<file path="src/rtl/isr_pkg.sv">
// Shared definitions for the interrupt entry sequencer.
//   isr_state_e      : sequencer state encoding (3 bits)
//   STACK_WORDS      : words pushed per interrupt entry (PC high, PC low, CCR)
//   DRAIN_CNT_W      : width of the drain-bubble counter (DRAIN_CYCLES 1..7)
//   VEC_ADDR_DEFAULT : default interrupt vector address
package isr_pkg;

  localparam int unsigned STACK_WORDS      = 3;
  localparam int unsigned DRAIN_CNT_W      = 3;
  localparam logic [31:0] VEC_ADDR_DEFAULT = 32'h0000_0000;

  typedef enum logic [2:0] {
    IDLE     = 3'd0,
    DRAIN    = 3'd1,
    PUSH_PCH = 3'd2,
    PUSH_PCL = 3'd3,
    PUSH_CCR = 3'd4,
    VECTOR   = 3'd5
  } isr_state_e;

endpackage

</file>
<file path="src/rtl/irq_edge_latch.sv">
// Rising-edge detector on the external interrupt line plus a one-deep
// pending flop. A new edge wins over a same-cycle clear, so an edge that
// lands in the vector cycle is not lost.
// Ports:
//   clk, rst   : clock, asynchronous active-high reset
//   i_req      : raw interrupt level
//   i_clr      : clear pending (sequencer vector cycle)
//   o_pending  : interrupt awaiting service
module irq_edge_latch (
  input  logic clk,
  input  logic rst,
  input  logic i_req,
  input  logic i_clr,
  output logic o_pending
);

  logic r_req_d;
  logic r_pending;
  logic w_rise;

  assign w_rise    = i_req & ~r_req_d;
  assign o_pending = r_pending;

  // Edge register and pending flop; set has priority over clear.
  always_ff @(posedge clk or posedge rst) begin
    if (rst) begin
      r_req_d   <= 1'b0;
      r_pending <= 1'b0;
    end else begin
      r_req_d <= i_req;
      if (w_rise) begin
        r_pending <= 1'b1;
      end else if (i_clr) begin
        r_pending <= 1'b0;
      end
    end
  end

endmodule

</file>
<file path="src/rtl/interrupt_sequencer.sv">
// Interrupt entry sequencer for the 5-stage core. Waits for a safe point,
// freezes fetch and bubbles decode while older instructions drain, pushes
// return PC (high, low) and CCR through a valid/ready stack port, then
// redirects fetch to the interrupt vector.
// Ports:
//   clk, rst              : clock, asynchronous active-high reset
//   int_req               : external interrupt level (rising edge requests)
//   rti_done              : RTI retired, clears the nesting mask
//   safe_point            : no load-use stall / ldm 2nd word / branch flush pending
//   resume_pc, ccr        : state captured at entry
//   fetch_stall           : hold PC and IF/ID
//   ifid_flush            : zero IF/ID
//   idex_bubble           : zero control word into ID/EX
//   push_valid/data/ready : stack-write handshake
//   pc_load, pc_load_addr : PC redirect strobe and target
//   int_ack               : one-cycle acknowledge
//   busy                  : sequence in progress
module interrupt_sequencer
  import isr_pkg::*;
#(
  parameter int unsigned      PC_W         = 32,
  parameter int unsigned      DATA_W       = 16,
  parameter int unsigned      CCR_W        = 3,
  parameter logic [PC_W-1:0]  VEC_ADDR     = PC_W'(VEC_ADDR_DEFAULT),
  parameter int unsigned      DRAIN_CYCLES = 3
) (
  input  logic              clk,
  input  logic              rst,
  input  logic              int_req,
  input  logic              rti_done,
  input  logic              safe_point,
  input  logic [PC_W-1:0]   resume_pc,
  input  logic [CCR_W-1:0]  ccr,
  output logic              fetch_stall,
  output logic              ifid_flush,
  output logic              idex_bubble,
  output logic              push_valid,
  output logic [DATA_W-1:0] push_data,
  input  logic              push_ready,
  output logic              pc_load,
  output logic [PC_W-1:0]   pc_load_addr,
  output logic              int_ack,
  output logic              busy
);

  isr_state_e             r_state;
  logic                   r_mask;
  logic [DRAIN_CNT_W-1:0] r_cnt;
  logic [PC_W-1:0]        r_saved_pc;
  logic [CCR_W-1:0]       r_saved_ccr;

  logic w_pending;
  logic w_clr;
  logic w_start;

  assign w_clr   = (r_state == VECTOR);
  assign w_start = w_pending & ~r_mask & safe_point;

  irq_edge_latch u_edge (
    .clk       (clk),
    .rst       (rst),
    .i_req     (int_req),
    .i_clr     (w_clr),
    .o_pending (w_pending)
  );

  // Sequencer state, drain counter, mask and captured return context.
  always_ff @(posedge clk or posedge rst) begin
    if (rst) begin
      r_state     <= IDLE;
      r_mask      <= 1'b0;
      r_cnt       <= '0;
      r_saved_pc  <= '0;
      r_saved_ccr <= '0;
    end else begin
      // Mask blocks nesting until the handler returns.
      if (r_state == VECTOR) begin
        r_mask <= 1'b1;
      end else if (rti_done) begin
        r_mask <= 1'b0;
      end

      case (r_state)
        IDLE: begin
          if (w_start) begin
            r_saved_pc  <= resume_pc;
            r_saved_ccr <= ccr;
            r_cnt       <= DRAIN_CNT_W'(DRAIN_CYCLES - 1);
            r_state     <= DRAIN;
          end
        end
        DRAIN: begin
          // Counter preloaded with N-1 so DRAIN lasts exactly N cycles.
          if (r_cnt == '0) begin
            r_state <= PUSH_PCH;
          end else begin
            r_cnt <= r_cnt - DRAIN_CNT_W'(1);
          end
        end
        PUSH_PCH: if (push_ready) r_state <= PUSH_PCL;
        PUSH_PCL: if (push_ready) r_state <= PUSH_CCR;
        PUSH_CCR: if (push_ready) r_state <= VECTOR;
        VECTOR:   r_state <= IDLE;
        default:  r_state <= IDLE;
      endcase
    end
  end

  // Pipeline controls and stack data are a pure decode of the state.
  always_comb begin
    fetch_stall = 1'b0;
    ifid_flush  = 1'b0;
    idex_bubble = 1'b0;
    push_valid  = 1'b0;
    push_data   = '0;
    pc_load     = 1'b0;
    int_ack     = 1'b0;
    case (r_state)
      DRAIN: begin
        fetch_stall = 1'b1;
        ifid_flush  = 1'b1;
        idex_bubble = 1'b1;
      end
      PUSH_PCH: begin
        fetch_stall = 1'b1;
        idex_bubble = 1'b1;
        push_valid  = 1'b1;
        push_data   = r_saved_pc[PC_W-1 -: DATA_W];
      end
      PUSH_PCL: begin
        fetch_stall = 1'b1;
        idex_bubble = 1'b1;
        push_valid  = 1'b1;
        push_data   = r_saved_pc[DATA_W-1:0];
      end
      PUSH_CCR: begin
        fetch_stall = 1'b1;
        idex_bubble = 1'b1;
        push_valid  = 1'b1;
        push_data   = DATA_W'(r_saved_ccr);
      end
      VECTOR: begin
        ifid_flush = 1'b1;
        pc_load    = 1'b1;
        int_ack    = 1'b1;
      end
      default: ;
    endcase
  end

  assign pc_load_addr = VEC_ADDR;
  assign busy         = (r_state != IDLE);

endmodule

</file>
<file path="config.mk">
export PLATFORM = sky130hd
export DESIGN_NAME = interrupt_sequencer
export DESIGN_NICKNAME = d
export VERILOG_FILES = /design/src/rtl/isr_pkg.sv /design/src/rtl/irq_edge_latch.sv /design/src/rtl/interrupt_sequencer.sv
export SDC_FILE = /design/constraint.sdc
export NUM_CORES = 1
export LEC_CHECK = 0
export BUFFER_PORTS_ARGS = -buffer_cell sky130_fd_sc_hd__buf_2
export CAP_MARGIN = 20
export CORE_MARGIN = 10
export CORE_UTILIZATION = 46
export CTS_BUF_LIST = sky130_fd_sc_hd__clkbuf_4
export DETAILED_ROUTE_END_ITERATION = 10
export PLACE_DENSITY = 0.81
export SYNTH_ARGS = -nofsm -noshare
export SYNTH_HDL_FRONTEND = slang
export SYNTH_HIERARCHICAL = 1
export SYNTH_SLANG_ARGS = --single-unit
export TNS_END_PERCENT = 1
</file>
<file path="constraint.sdc">
create_clock -name clk -period 1.64 [get_ports clk]
set_input_delay 0.328 -clock clk [delete_from_list [all_inputs] [get_ports clk]]
set_output_delay 0.328 -clock clk [all_outputs]
set_load 0.05 [all_outputs]
</file>
* Word-level counts from Yosys, hierarchy flattened
Index checks and enable logic that the tools add are counted.
** Cells by class
- $add $sub $neg :: 1
- Eq/ne operators :: 11
- Multiplexer cells :: 18
- Bitwise logic cells :: 5
- Reductions and logical operators :: 12
** Operators with widths (number)
- $pmux W16 S3 :: 1
- $mux W3 :: 7
- $pmux W3 S5 :: 1
- $ne A2 B2 Y1 const B :: 6
- $mux W1 :: 8
- $eq A3 B2 Y1 const B :: 2
- $eq A3 B3 Y1 const B :: 2
- $logic_not A3 Y1 :: 2
- $pmux W3 S2 :: 1
- $reduce_bool A2 Y1 :: 3
- $reduce_and A5 Y1 :: 1
- $reduce_or A4 Y1 :: 1
- $and A1 B1 Y1 :: 3
- $eq A3 B1 Y1 const B :: 1
- $reduce_and A3 Y1 :: 1
- $reduce_bool A3 Y1 :: 1
- $reduce_or A3 Y1 :: 1
- $sub A3 B1 Y3 const B :: 1
- $not A1 Y1 :: 2
- $reduce_and A2 Y1 :: 1
- $reduce_or A2 Y1 :: 1
** Word-level totals
- Register bits after elaboration :: 44
- Input bits :: 41
- Output and inout bits :: 55
- Word-level logic and storage cells :: 54

* Logic depth before layout (Yosys ltp)
- Word-level depth :: 5
- Gate-level depth with buffers :: 6
- Mapped depth without buffers :: 5

* By module
The synthesis kept the hierarchy.
** By module, submodules not included
- interrupt_sequencer :: times used 1, cells each 195, area each 2419.8 µm², seq. area each 1051.0 µm²
- irq_edge_latch :: times used 1, cells each 6, area each 73.8 µm², seq. area each 50.0 µm²

* Least setup slack after synthesis
No wires, ideal clock.
- Path type :: reg2out
- Start :: reg r_state[1]
- End :: out pc_load
- Arrival time :: 1848 ps
- Data required time :: 1312 ps
- Setup slack :: -536 ps
- Cell stages (with the launch flop) :: 6
- Buffers on the path :: 2
- Cells stage by stage :: dfrtp_1 buf_6 nand2b_1 inv_1 and2_1 buf_4
** On the way
- Cells in the longest elaborated chain, start to end :: 2
** RTL lines
- from (decl) :: RTL line interrupt_sequencer.sv:46 : isr_state_e r_state;
- from (signal assigned) :: RTL line interrupt_sequencer.sv:70 : r_state <= IDLE;
- from (signal assigned) :: RTL line interrupt_sequencer.sv:89 : r_state <= DRAIN;
- from (signal assigned) :: RTL line interrupt_sequencer.sv:95 : r_state <= PUSH_PCH;
- $eq A3 B3 Y1
- $mux W1
- to (decl) :: RTL line interrupt_sequencer.sv:40 : output logic pc_load,
Every way passes these cells.

* Worst setup path after layout
- Start :: reg r_state[0]
- End :: out fetch_stall
** On the way
- Cells in the longest elaborated chain, start to end :: 3
- Elaborated cells between the ends (all ways) :: 6
- Those cells by class :: 4 x eq/ne; 1 x mux; 1 x reduce/logical
** RTL lines
- $eq A3 B3 Y1, or another cell as far along :: RTL line interrupt_sequencer.sv:118 : case (r_state)
- $reduce_or A4 Y1 (no line) *
- $mux W1 * :: RTL line interrupt_sequencer.sv:118
- to (decl) :: RTL line interrupt_sequencer.sv:34 : output logic fetch_stall,
Every way passes the cells marked *; elsewhere a longest branch is shown, timed or not.

==> metrics list <==
* Internal power: ~4.4 mW
- Xor/xnor share of the synthesized area: 0
- Setup slack of the critical path after layout: -0.296 ns
- The first TritonRoute pass finished after 4 iterations.
- The complex-gate fraction of the synthesized area is 0.0592.
- A synthesized cell averages 12.4 um^2.
* Final #Nets: 321
- The cell sitting at the root of the clock tree is a clkbuf_4.
- Syn-to-layout area delta: 40.0%
- The first global-routing pass estimated 9.58 mm of wire.
* Max rail drop VDD: 1310 uV
- Switching power share of the total: 0.429
- Yosys printed 6 warnings.
- Once detail routing completed, the nets flagged for antenna violations numbered 0.
- Min Hold Slack: 0.0674 ns
* Average wire per cell in the routed design: about 17 um
- The cell area that synthesis handed to floorplanning was 2490 um^2.
- The tool flagged a number of max-cap violations equal to 0.
- Power spent charging and discharging nets: between 3 and 4 mW
- Including well taps, the total number of placed cells is 336.
- Cell Count, Final, Fillers Out: approximately 350
- In this run the number of H-tree levels came out at 2.
- Simple-gate share of the synthesized area: 0.0718
- Sequential group share of total power: 0.278
* Final Setup Violations: 58
- Violated checks: negative setup slack
* Overall track demand over capacity in global routing: 0.138
- Row generation in the floorplan step produced 26 rows.
* Number of unique standard cell types used by synthesis: 34
- In the routed design, unresolved DRC markers number 0.
- Startpoint-to-endpoint class of the critical path: flop to primary output
* Buffers on Ports: 63
* Crit path max fanout: 6
- After global routing the overflow that remains totals 0.
* HPWL Detailed: roughly 4.2 mm
* Clock tree from TritonCTS: yes
- The die is 93.6 um wide.
* Overall die height: around 94 um
- Of the total synthesized cell area, the portion taken by full adders, half adders and majority gates is 0.0100.
- Counting I/O delays and the setup requirement, the final critical path takes between 1.5 and 2 ns.
- Of the available clock period, the critical path in the final layout requires 1.18.
- Worst EP required: roughly 1.3 ns
* Total of flip-flops plus latches after synthesis: 44
- # diodes: 0
- The congestion estimate from routability-driven global placement came to 0.728.
- Derived from the worst setup path, the maximum achievable clock frequency is between 0.5 and 0.6 GHz.
* Total routed wirelength: between 6 and 7 mm
* Antenna violations before repair: 0
* Clock latency on the worst-skew pair: approximately 0.38 ns
* Status: finished, violations left
- The core region is 5170 um^2.
- For this design the static power due to leakage is 1.64 nW.
* DR vias: 1659
- Worst Setup Slack post-DPL: -0.100 ns
* Capturing element type of the critical path: primary output
- Dividing total power by cell area gives a power density of between 2000 and 2500 nW/um^2.
- Dividing the detail-routed via count by the number of cells gives between 4 and 5.
- Effective utilization at floorplan: 0.482
- Clock buffers created by TritonCTS: 5
- Sequential share of the synthesized area: 0.442
- Pin count of the biggest net entering global routing: 43
- Type of the most critical hold path: input pin to flop
- Die area: 8770 um^2
* Clk pin slew, worst setup/hold paths: approximately 0.15 ns
- Clock Sinks: 44
* Startpoint type of the worst setup path: flop
- Fraction of power consumed by combinational cells: 0.629
* Arrival time reported for the critical path endpoint: 1.61 ns
- The number of global-route vias before repair came to approximately 1900.
- Cell count after synthesis: roughly 200
* Share of cells above drive strength 1: 0.602
* Unrepaired setup endpoints after global routing: true
- For the final database, setup skew stands at 0.0179 ns.
- Of the total power, the clock network draws 0.093.
- Final Slew Violations: 0
* I/O Pins: 96
* Main combinational cell family by area after synthesis: multiplexers
- The final count of hold timing violations was 0.
* Maximum buffer depth of the clock tree: 2
* Share of synthesized area spent on multiplexers: 0.259
* Drt first-iter violations: 78
[sequential cells by signal, summed over array words and instances, names as in the netlist]
signal / cells
r_saved_ccr: 3
r_saved_pc: 32
u_edge/r_req_d: 1
r_cnt: 3
r_mask: 1
u_edge/o_pending: 1
r_state: 3
[synthesized netlist by cell type]
library cell	instances	share of area
o221ai_1	1	0.0035
nor2_1	14	0.021
o311a_1	1	0.0040
ha_1	2	0.010
clkbuf_1	2	0.0030
o22ai_2	1	0.0050
mux2_4	30	0.18
nor2_8	1	0.0080
a21o_1	2	0.0060
nor2b_1	3	0.0075
conb_1	1	0.0015
nand2_1	2	0.0030
or4_1	1	0.0030
o22a_1	1	0.0035
a22oi_1	3	0.0090
buf_4	34	0.10
buf_12	3	0.024
nand3b_1	1	0.0030
buf_6	1	0.0045
a31oi_1	1	0.0025
buf_2	3	0.0060
o32ai_1	1	0.0035
a21oi_1	1	0.0020
o21ai_0	3	0.0060
and2_1	2	0.0050
dfrtp_1	44	0.44
a22o_1	1	0.0035
mux2i_1	14	0.056
o2bb2ai_1	3	0.011
mux2_2	5	0.023
nand2b_1	4	0.010
or3b_2	1	0.0035
inv_1	11	0.017
or3_1	3	0.0075
[layout by cell type, fill, tap and decap left out, types with 3 or more instances in the layout]
cell | netlist | layout
mux2i_1 | 14 | 4
o2bb2ai_4 | 0 | 3
buf_2 | 3 | 40
dfrtp_1 | 44 | 42
buf_4 | 34 | 7
buf_6 | 1 | 21
conb_1 | 1 | 32
mux2i_4 | 0 | 10
nor2_4 | 0 | 11
inv_1 | 11 | 8
clkbuf_4 | 0 | 5
mux2_2 | 5 | 5
mux2_4 | 30 | 30
a22oi_2 | 0 | 3
nor2_2 | 0 | 3
buf_12 | 3 | 4
o21ai_0 | 3 | 3
buf_8 | 0 | 8
[metrics by stage]
stage	utilization	instance area [um^2]	TNS, ns	power, mW
final	0.675	3490	-10.09	7.70
after global routing	0.675	3490	-12.61	8.09
after CTS	0.668	3450	-10.10	7.62
after detailed placement	0.572	2960	-2.66	5.81
after global placement	0.572	2960	-1.39	5.72
after floorplan	-	2760	-5.18	5.18
[per-layer routing]
layer | vias up | wire, um | track usage | share of wire
met5 | - | 0 | 0 | 0
met4 | 0 | 80 | 0.0418 | 0.013
met3 | 8 | 546 | 0.0528 | 0.090
met2 | 65 | 3060 | 0.236 | 0.51
met1 | 810 | 2370 | 0.155 | 0.39
li1 | 776 | - | - | -
[critical path: stages, from the launching register on]
cell	delay, ns
dfrtp_1	0.43
buf_6	0.16
buf_4	0.15
o21ai_0	0.16
and2_4	0.18
buf_6	0.15
[cells by family (layout without fill, tap and decap cells)]
| group | after synthesis | after routing |
|---|---|---|
| flip-flops | 44 | 44 |
| adder cells (fa/ha/maj) | 2 | 2 |
| other | 1 | 32 |
| AND/OR/NAND/NOR | 32 | 32 |
| multiplexers | 49 | 49 |
| buffers and inverters | 54 | 101 |
| AO/OA/AOI/OAI | 19 | 19 |
[area by class of cell]
| cell class | count | area, um^2 |
|---|---|---|
| Tap cell | 70 | 87.6 |
| Clock inverter | 3 | 46.3 |
| Timing Repair Buffer | 82 | 727 |
| Multi-Input combinational cell | 134 | 1450 |
| Fill cell | 354 | 1680 |
| Sequential cell | 44 | 1100 |
| Clock buffer | 5 | 37.5 |
| Inverter | 11 | 45.0 |
[repair_timing]
item,in CTS,in global routing
pin swaps,7,9
buffers inserted,3,0
endpoints found under the setup margin,61,59
gates cloned,1,0
hold buffers,1,0
endpoints found under the hold margin,44,0
gates resized for setup,88,11
[worst paths after layout]
| kind | startpoint | end | slack (ns) | cells past startpoint |
|---|---|---|---|---|
| max reg2reg | r_state[1] | r_saved_pc[13] | -0.17 | 5 |
| max in group asynchronous | rst | r_saved_pc[1] | 0.91 | 4 |
| min in group asynchronous | rst | u_edge/r_req_d | 0.33 | 3 |
| min | int_req | u_edge/r_req_d | 0.07 | 1 |
| min reg2reg | u_edge/r_req_d | u_edge/o_pending | 0.48 | 1 |
| max | r_state[0] | fetch_stall | -0.30 | 5 |
[power by group through the flow]
stage / Sequential (mW) / Combinational [mW] / Clock [mW]
after floorplan: 1.87 / 3.31 / 0
after global placement: 1.95 / 3.77 / 0
after detailed placement: 1.98 / 3.84 / 0
after CTS: 2.11 / 4.78 / 0.729
after global routing: 2.21 / 5.11 / 0.772
final: 2.14 / 4.84 / 0.716
No activity file was read; power rests on OpenSTA's default activity.
